===== src/rtl/ann_result_uart_tx.sv =====
// UART (8N1, LSB first) transmitter for the detector's output-layer values.
// Sends an 8-byte packet: header 0xA5, high/low byte of each value, checksum.
module ann_result_uart_tx #(
    parameter int CLKS_PER_BIT = 434,
    parameter int DATA_W       = 10,
    parameter int N_OUT        = 3
) (
    input  logic                    Clock,
    input  logic                    Rst,
    input  logic                    start,
    input  logic [N_OUT*DATA_W-1:0] out_ann,
    output logic                    busy,
    output logic                    done,
    output logic                    tx,
    output logic [2:0]              byte_idx
);

    localparam logic [1:0]  S_IDLE    = 2'd0;
    localparam logic [1:0]  S_START   = 2'd1;
    localparam logic [1:0]  S_DATA    = 2'd2;
    localparam logic [1:0]  S_STOP    = 2'd3;
    localparam logic [7:0]  HEADER    = 8'hA5;
    localparam logic [2:0]  LAST_IDX  = 3'(2*N_OUT+1);
    localparam logic [15:0] BAUD_LAST = 16'(CLKS_PER_BIT-1);

    function automatic logic [7:0] hi_byte(input logic [DATA_W-1:0] v);
        logic [15:0] e;
        e = 16'(v);
        return e[15:8];
    endfunction

    function automatic logic [7:0] lo_byte(input logic [DATA_W-1:0] v);
        logic [15:0] e;
        e = 16'(v);
        return e[7:0];
    endfunction

    // Header is not part of the sum; carries out of bit 7 are dropped.
    function automatic logic [7:0] calc_checksum(input logic [N_OUT*DATA_W-1:0] v);
        logic [7:0] s;
        s = 8'd0;
        for (int i = 0; i < N_OUT; i++) begin
            s = s + hi_byte(v[i*DATA_W +: DATA_W]) + lo_byte(v[i*DATA_W +: DATA_W]);
        end
        return s;
    endfunction

    logic [1:0]              state;
    logic [15:0]             baud_cnt;
    logic [2:0]              bit_cnt;
    logic [7:0]              shift;
    logic [N_OUT*DATA_W-1:0] vals;
    logic [7:0]              csum;
    logic [7:0]              cur_byte;
    logic [DATA_W-1:0]       sel_val;
    logic [2:0]              val_idx;
    logic                    bit_end;

    // Select the byte for the current packet position from the latched values.
    always_comb begin
        bit_end = (baud_cnt == BAUD_LAST);
        val_idx = (byte_idx - 3'd1) >> 1;
        sel_val = '0;
        for (int i = 0; i < N_OUT; i++) begin
            sel_val = (val_idx == 3'(i)) ? vals[i*DATA_W +: DATA_W] : sel_val;
        end
        if (byte_idx == 3'd0) begin
            cur_byte = HEADER;
        end else if (byte_idx == LAST_IDX) begin
            cur_byte = csum;
        end else begin
            cur_byte = byte_idx[0] ? hi_byte(sel_val) : lo_byte(sel_val);
        end
    end

    // Packet sequencer; tx only changes on bit boundaries.
    always_ff @(posedge Clock) begin
        if (Rst) begin
            state    <= S_IDLE;
            tx       <= 1'b1;
            busy     <= 1'b0;
            done     <= 1'b0;
            byte_idx <= 3'd0;
            baud_cnt <= 16'd0;
            bit_cnt  <= 3'd0;
            shift    <= 8'd0;
            vals     <= '0;
            csum     <= 8'd0;
        end else begin
            done <= 1'b0;
            case (state)
                S_IDLE: begin
                    tx       <= 1'b1;
                    busy     <= 1'b0;
                    baud_cnt <= 16'd0;
                    bit_cnt  <= 3'd0;
                    if (start) begin
                        vals     <= out_ann;
                        csum     <= calc_checksum(out_ann);
                        byte_idx <= 3'd0;
                        tx       <= 1'b0;
                        busy     <= 1'b1;
                        state    <= S_START;
                    end
                end
                S_START: begin
                    if (bit_end) begin
                        baud_cnt <= 16'd0;
                        bit_cnt  <= 3'd0;
                        tx       <= cur_byte[0];
                        shift    <= {1'b0, cur_byte[7:1]};
                        state    <= S_DATA;
                    end else begin
                        baud_cnt <= baud_cnt + 16'd1;
                    end
                end
                S_DATA: begin
                    if (bit_end) begin
                        baud_cnt <= 16'd0;
                        if (bit_cnt == 3'd7) begin
                            tx    <= 1'b1;
                            state <= S_STOP;
                        end else begin
                            tx      <= shift[0];
                            shift   <= {1'b0, shift[7:1]};
                            bit_cnt <= bit_cnt + 3'd1;
                        end
                    end else begin
                        baud_cnt <= baud_cnt + 16'd1;
                    end
                end
                S_STOP: begin
                    if (bit_end) begin
                        baud_cnt <= 16'd0;
                        if (byte_idx == LAST_IDX) begin
                            tx    <= 1'b1;
                            busy  <= 1'b0;
                            done  <= 1'b1;
                            state <= S_IDLE;
                        end else begin
                            byte_idx <= byte_idx + 3'd1;
                            tx       <= 1'b0;
                            state    <= S_START;
                        end
                    end else begin
                        baud_cnt <= baud_cnt + 16'd1;
                    end
                end
                default: begin
                    tx    <= 1'b1;
                    busy  <= 1'b0;
                    state <= S_IDLE;
                end
            endcase
        end
    end

endmodule


===== config.mk =====
export PLATFORM = sky130hd
export DESIGN_NAME = ann_result_uart_tx
export DESIGN_NICKNAME = d
export VERILOG_FILES = /design/src/rtl/ann_result_uart_tx.sv
export SDC_FILE = /design/constraint.sdc
export NUM_CORES = 1
export LEC_CHECK = 0
export ABC_AREA = 1
export CORE_AREA = 8 8 104 106
export CTS_BUF_LIST = sky130_fd_sc_hd__clkbuf_2
export DETAILED_ROUTE_END_ITERATION = 7
export DIE_AREA = 0 0 112 114
export GPL_ROUTABILITY_DRIVEN = 0
export GPL_TIMING_DRIVEN = 1
export PLACE_DENSITY = 0.68
export RECOVER_POWER = 50
export SLEW_MARGIN = 20
export SYNTH_ARGS = -nofsm -noshare
export SYNTH_HDL_FRONTEND = slang
export SYNTH_SLANG_ARGS = --single-unit

===== constraint.sdc =====
create_clock -name Clock -period 4.1 [get_ports Clock]
set_input_delay 0.82 -clock Clock [delete_from_list [all_inputs] [get_ports Clock]]
set_output_delay 0.82 -clock Clock [all_outputs]
set_load 0.05 [all_outputs]

Word level (Yosys, flattened, before mapping) --
Cells that the tools add are included.
Storage, ports and cells: register bits 73, input bits 33, output and inout port bits 6, word-level logic and storage cells 90
Operators by class: add/sub/neg operators 9, equality and inequality tests 16, muxes and demuxes 38, bitwise operators 2, reduce and logical (&&, ||, !) cells 15
Operators by type and width (count):
- two-way mux 8 bit | 6
- case mux 16 bit (2 select lines) | 1
- two-way mux 10 bit | 3
- two-way mux 3 bit | 6
- adder 16 x 1 -> 16 bit, second input constant | 1
- adder 8 x 2 -> 8 bit | 2
- adder 8 bit | 2
- equality test 16 x 9 -> 1 bit, second input constant | 1
- two-way mux 16 bit | 1
- inequality test 2 bit, second input constant | 8
- case mux 8 bit (2 select lines) | 1
- AND reduction 4 bit | 3
- two-way mux 1 bit | 10
- two-way mux 2 bit | 5
- case mux 3 bit (3 select lines) | 1
- adder 2 x 8 -> 8 bit | 1
- case mux 2 bit (4 select lines) | 1
- adder 3 x 1 -> 3 bit, second input constant | 2
- equality test 2 bit, second input constant | 3
- equality test 3 bit, second input constant | 2
- zero test 3 bit | 2
- case mux 3 bit (2 select lines) | 1
- AND reduction 3 bit | 2
- OR reduction 3 bit | 2
- 10 further kinds | 13

Longest topological paths before layout --
depth after elaboration 10, gate-level depth with buffers 15, mapped depth without buffers 15

Worst setup path before layout --
No wires, ideal clock.
path type input to register, start point in out_ann[1], end point reg csum[7], library setup time 70 ps, arrival 3441 ps, required time 4030 ps, path slack 589 ps, stages on the path 15, path buffers 0, path through inv_1 fa_1 inv_1 fa_1 inv_1 fa_1 inv_1 ha_1 nand3_1 nand3_1 a31oi_1 inv_1 nand3_1 nand2_1 a21oi_1
On the way: word-level cells in the longest chain between the ends 5
Ends and longest elaborated chain:
- from (decl) | RTL line 11 | input logic [N_OUT*DATA_W-1:0] out_ann,
- adder 2 x 8 -> 8 bit | RTL line 43 | s = s + hi_byte(v[i*DATA_W +: DATA_W]) + lo_byte(v[i*DATA_W +: DATA_W]);
- adder 8 x 2 -> 8 bit | RTL line 43
- adder 8 bit | RTL line 43
- adder 8 x 2 -> 8 bit | RTL line 43
- adder 8 bit | RTL line 43
- to (signal assigned) | RTL line 99 | csum <= calc_checksum(out_ann);
- to (decl) | RTL line 53 | logic [7:0] csum;
Every way passes these cells. A chain may end at the register's enable or synchronous reset.

Worst setup path after layout --
Same ends and word-level chain as after synthesis.

==> qor.csv <==
metric,value,unit
outcome,completed,
insertion_delay,0.50,ns
syn-num-nets,652,
sw_frac_of_total,0.386,
p_sw,842,uW
comb_power_share,0.373,
drv.max_cap_violation_count,0,
critical_path_class,in -> reg,
timing_worst_slew_pin_value,1.07,ns
worst-endpoint-required,4.52,ns
post_synth.cell_area_avg,7.32,um2
first_global_vias,3597,
cp_data_arrival_time,4.13,ns
die_height,114,um
floorplan.die_area,12800,um2
postSynthRegisterBits,72,
setup_viol_count_final,0,
placement.io_buffers,38,
clock_slew_at_the_register_clock_pins_of_the_worst_setup_and_hold_paths,0.21,ns
rsz0062_at_grt,false,
clockPowerShare,0.209,
synth_cell_types,35,
grt_start_max_net_pins,51,
antenna_found_initial,1,
remaining_drc_errors,0,
route.detailed.vias_per_inst,5.08,
cts_htree_levels,3,
cts_sinks,72,
nets,692,
cts_made_buffers,9,
timing.critical_path.to_type,flip-flop,
globalRouteOverflowTotal,0,
max-clock-path-buffers,2,
cts.repair_timing.setup_buffer_count,0,
seq_power_share,0.418,
total_power,2.18,mW
p_int,1.34,mW
p_leak,2.17,nW
place.detailed.hpwl,7.33,mm
cts-root-buf,sky130_fd_sc_hd__clkbuf_2,
ys_seq_area_frac,0.341,
post_cts_resize_count,0,
timing.final.crit_share,0.904,
max_freq,270,MHz
period_needed,3.71,ns
placed_cells_incl_taps,718,
finalHoldViolCount,0,
placement_rows,35,
worstPathMaxFanout,2,
hold_path_class,reg -> reg,
detail-route-antenna-nets,0,
skew,0.0341,ns
synth-warning-count,0,
wl,9.51,mm
core,9110,um2
finalMaxSlewViolations,0,
chipWidth,112,um
start_kind,input port,
floorplan.io_pins,39,
cts-hold-fix-buffers,0,
area_delta_synth_final,14.4,%
drtIter0Drc,209,
num_vias,3732,
max-slew-margin-rel,0.290,
mappedNetlistArea,4230,um2
firstDrtPassIters,4,
layout_filler_cell_count,915,
cts_tree,yes,
layout.cells.non_filler,735,
ir_drop,0.000223,V
drt-wirelength-per-cell,12.9,um
grt_first_pass_wirelength,16.4,mm
post_route_cells_drive_above_1_share,0.0803,
power-per-cell-area,450,nW/um2
start_util,0.464,
grt_util_all_layers,0.156,
synth_cells,578,
worst max-delay path, cell delays in order:
cell	delay [ns]
sky130_fd_sc_hd__clkdlybuf4s50_1	0.46
sky130_fd_sc_hd__inv_1	0.06
sky130_fd_sc_hd__fa_1	0.53
sky130_fd_sc_hd__inv_1	0.06
sky130_fd_sc_hd__fa_1	0.49
sky130_fd_sc_hd__inv_1	0.05
sky130_fd_sc_hd__fa_1	0.56
sky130_fd_sc_hd__inv_1	0.08
sky130_fd_sc_hd__ha_1	0.32
sky130_fd_sc_hd__nand3_1	0.11
sky130_fd_sc_hd__nand3_1	0.11
sky130_fd_sc_hd__a31oi_1	0.19
sky130_fd_sc_hd__inv_1	0.06
sky130_fd_sc_hd__nand3_1	0.07
sky130_fd_sc_hd__nand2_1	0.05
sky130_fd_sc_hd__a21oi_1	0.11
synthesized netlist by cell type:
cell type                  count  area, um2
sky130_fd_sc_hd__inv_2         5       18.8
sky130_fd_sc_hd__a211oi_1      1       7.51
sky130_fd_sc_hd__clkbuf_1     10       37.5
sky130_fd_sc_hd__dfxtp_1      72       1440
sky130_fd_sc_hd__fa_1         12        240
sky130_fd_sc_hd__nand3_2       3       30.0
sky130_fd_sc_hd__nor2_2        4       25.0
sky130_fd_sc_hd__nand3_1      23        115
sky130_fd_sc_hd__buf_2         5       25.0
sky130_fd_sc_hd__o21ai_1       1       5.00
sky130_fd_sc_hd__nor2_1       75        282
sky130_fd_sc_hd__ha_1         29        363
sky130_fd_sc_hd__a21oi_1      45        225
sky130_fd_sc_hd__o21a_1        1       7.51
sky130_fd_sc_hd__nand2_1     117        439
sky130_fd_sc_hd__clkinv_1      1       3.75
sky130_fd_sc_hd__or2_2         1       6.26
sky130_fd_sc_hd__nor3_1        7       35.0
sky130_fd_sc_hd__inv_1        64        240
sky130_fd_sc_hd__nand3b_1      3       22.5
sky130_fd_sc_hd__xor2_1        7       61.3
sky130_fd_sc_hd__o21ai_0      50        250
sky130_fd_sc_hd__a21oi_4       1       16.3
sky130_fd_sc_hd__nor2_4        6       67.6
sky130_fd_sc_hd__buf_6         1       11.3
sky130_fd_sc_hd__o211ai_1      1       7.51
sky130_fd_sc_hd__a31oi_1       3       18.8
sky130_fd_sc_hd__nand2_4       3       33.8
sky130_fd_sc_hd__xnor2_1       5       43.8
sky130_fd_sc_hd__nand4_1       8       50.1
sky130_fd_sc_hd__buf_4         1       7.51
sky130_fd_sc_hd__a21o_1        1       7.51
sky130_fd_sc_hd__nor3b_1       3       22.5
sky130_fd_sc_hd__nand2_2       7       43.8
sky130_fd_sc_hd__a21oi_2       2       17.5
cells by family (layout without fill, tap and decap cells):
family	Yosys count	after routing	synth area share
other cells	0	1	0
flops	72	72	0.341
simple gates	260	260	0.277
fa+ha+maj	41	41	0.143
buf+inv	87	132	0.0814
xor+xnor	12	12	0.0249
compound gates	106	106	0.133
cell type report:
class | count | area (um2) | share of cell area
Antenna cell | 1 | 2.50 | 0.000517
Sequential cell | 72 | 1440 | 0.298
Tap cell | 111 | 139 | 0.0287
Multi-Input combinational cell | 419 | 2430 | 0.502
Timing Repair Buffer | 46 | 430 | 0.0890
Clock inverter | 7 | 86.3 | 0.0178
Inverter | 70 | 263 | 0.0543
Clock buffer | 9 | 45.0 | 0.00931
sequential cells by signal (all words and copies together), names as in the netlist, 2 cells and up:
| register | flops |
|---|---|
| vals | 30 |
| csum | 8 |
| shift | 7 |
| baud_cnt | 16 |
| byte_idx | 3 |
| state | 2 |
| bit_cnt | 3 |
power by group through the flow:
stage	Combinational (mW)	Clock (mW)	Sequential [mW]
6_report	0.812	0.455	0.912
5_1_grt	0.924	0.495	0.929
4_1_cts	0.839	0.465	0.911
3_5_place_dp	0.833	0	0.927
3_3_place_gp	0.814	0	0.922
2_1_floorplan	0.595	0	0.931
per-layer routing:
metal / global-route usage / wire [um] / part of all wire / vias up
li1: - / - / - / 1941
met1: 0.188 / 4450 / 0.47 / 1721
met2: 0.267 / 4530 / 0.48 / 55
met3: 0.0280 / 344 / 0.036 / 15
met4: 0.0692 / 179 / 0.019 / 0
met5: 0 / 0 / 0 / -
per-stage QoR:
step	setup slack (ns)	setup TNS [ns]	hold slack [ns]	utilization	instance area (um2)
2_1_floorplan	0.589	0	0.444	-	4230
3_3_place_gp	-0.0106	-0.0106	0.450	0.520	4740
3_5_place_dp	-0.0895	-0.131	0.458	0.520	4740
4_1_cts	0.435	0	0.483	0.535	4870
5_1_grt	0.275	0	0.503	0.531	4840
6_report	0.394	0	0.477	0.531	4840
cell usage in the layout (no fill, tap or decap), types with 2 or more instances in the layout:
cell | synthesis | final
sky130_fd_sc_hd__clkinv_2 | 0 | 2
sky130_fd_sc_hd__xor2_1 | 7 | 7
sky130_fd_sc_hd__nor3b_1 | 3 | 3
sky130_fd_sc_hd__clkdlybuf4s50_1 | 0 | 37
sky130_fd_sc_hd__a21oi_2 | 2 | 2
sky130_fd_sc_hd__nand2_1 | 117 | 118
sky130_fd_sc_hd__nor2_4 | 6 | 6
sky130_fd_sc_hd__clkinv_1 | 1 | 3
sky130_fd_sc_hd__clkbuf_2 | 0 | 10
sky130_fd_sc_hd__nor3_1 | 7 | 7
sky130_fd_sc_hd__a21oi_1 | 45 | 45
sky130_fd_sc_hd__xnor2_1 | 5 | 5
sky130_fd_sc_hd__nor2_2 | 4 | 4
sky130_fd_sc_hd__bufinv_16 | 0 | 2
sky130_fd_sc_hd__nand2_4 | 3 | 2
sky130_fd_sc_hd__nand4_1 | 8 | 8
sky130_fd_sc_hd__ha_1 | 29 | 29
sky130_fd_sc_hd__buf_4 | 1 | 5
sky130_fd_sc_hd__nand2_2 | 7 | 7
sky130_fd_sc_hd__a31oi_1 | 3 | 3
sky130_fd_sc_hd__clkbuf_1 | 10 | 2
sky130_fd_sc_hd__fa_1 | 12 | 12
sky130_fd_sc_hd__o21ai_0 | 50 | 50
sky130_fd_sc_hd__nor2_1 | 75 | 75
sky130_fd_sc_hd__nand3_1 | 23 | 24
sky130_fd_sc_hd__inv_2 | 5 | 5
sky130_fd_sc_hd__dfxtp_1 | 72 | 72
sky130_fd_sc_hd__inv_1 | 64 | 64
sky130_fd_sc_hd__nand3b_1 | 3 | 3
sky130_fd_sc_hd__nand3_2 | 3 | 2
path summary, 6_finish.rpt:
path                  end  cells past startpoint        from  slack, ns
hold / removal       busy                      2        busy       0.48
hold reg to reg      busy                      2        busy       0.48
setup reg to reg  csum[2]                      8    state[0]       0.89
setup / recovery  csum[7]                     16  out_ann[1]       0.39
(Power assumes the default switching activity.)
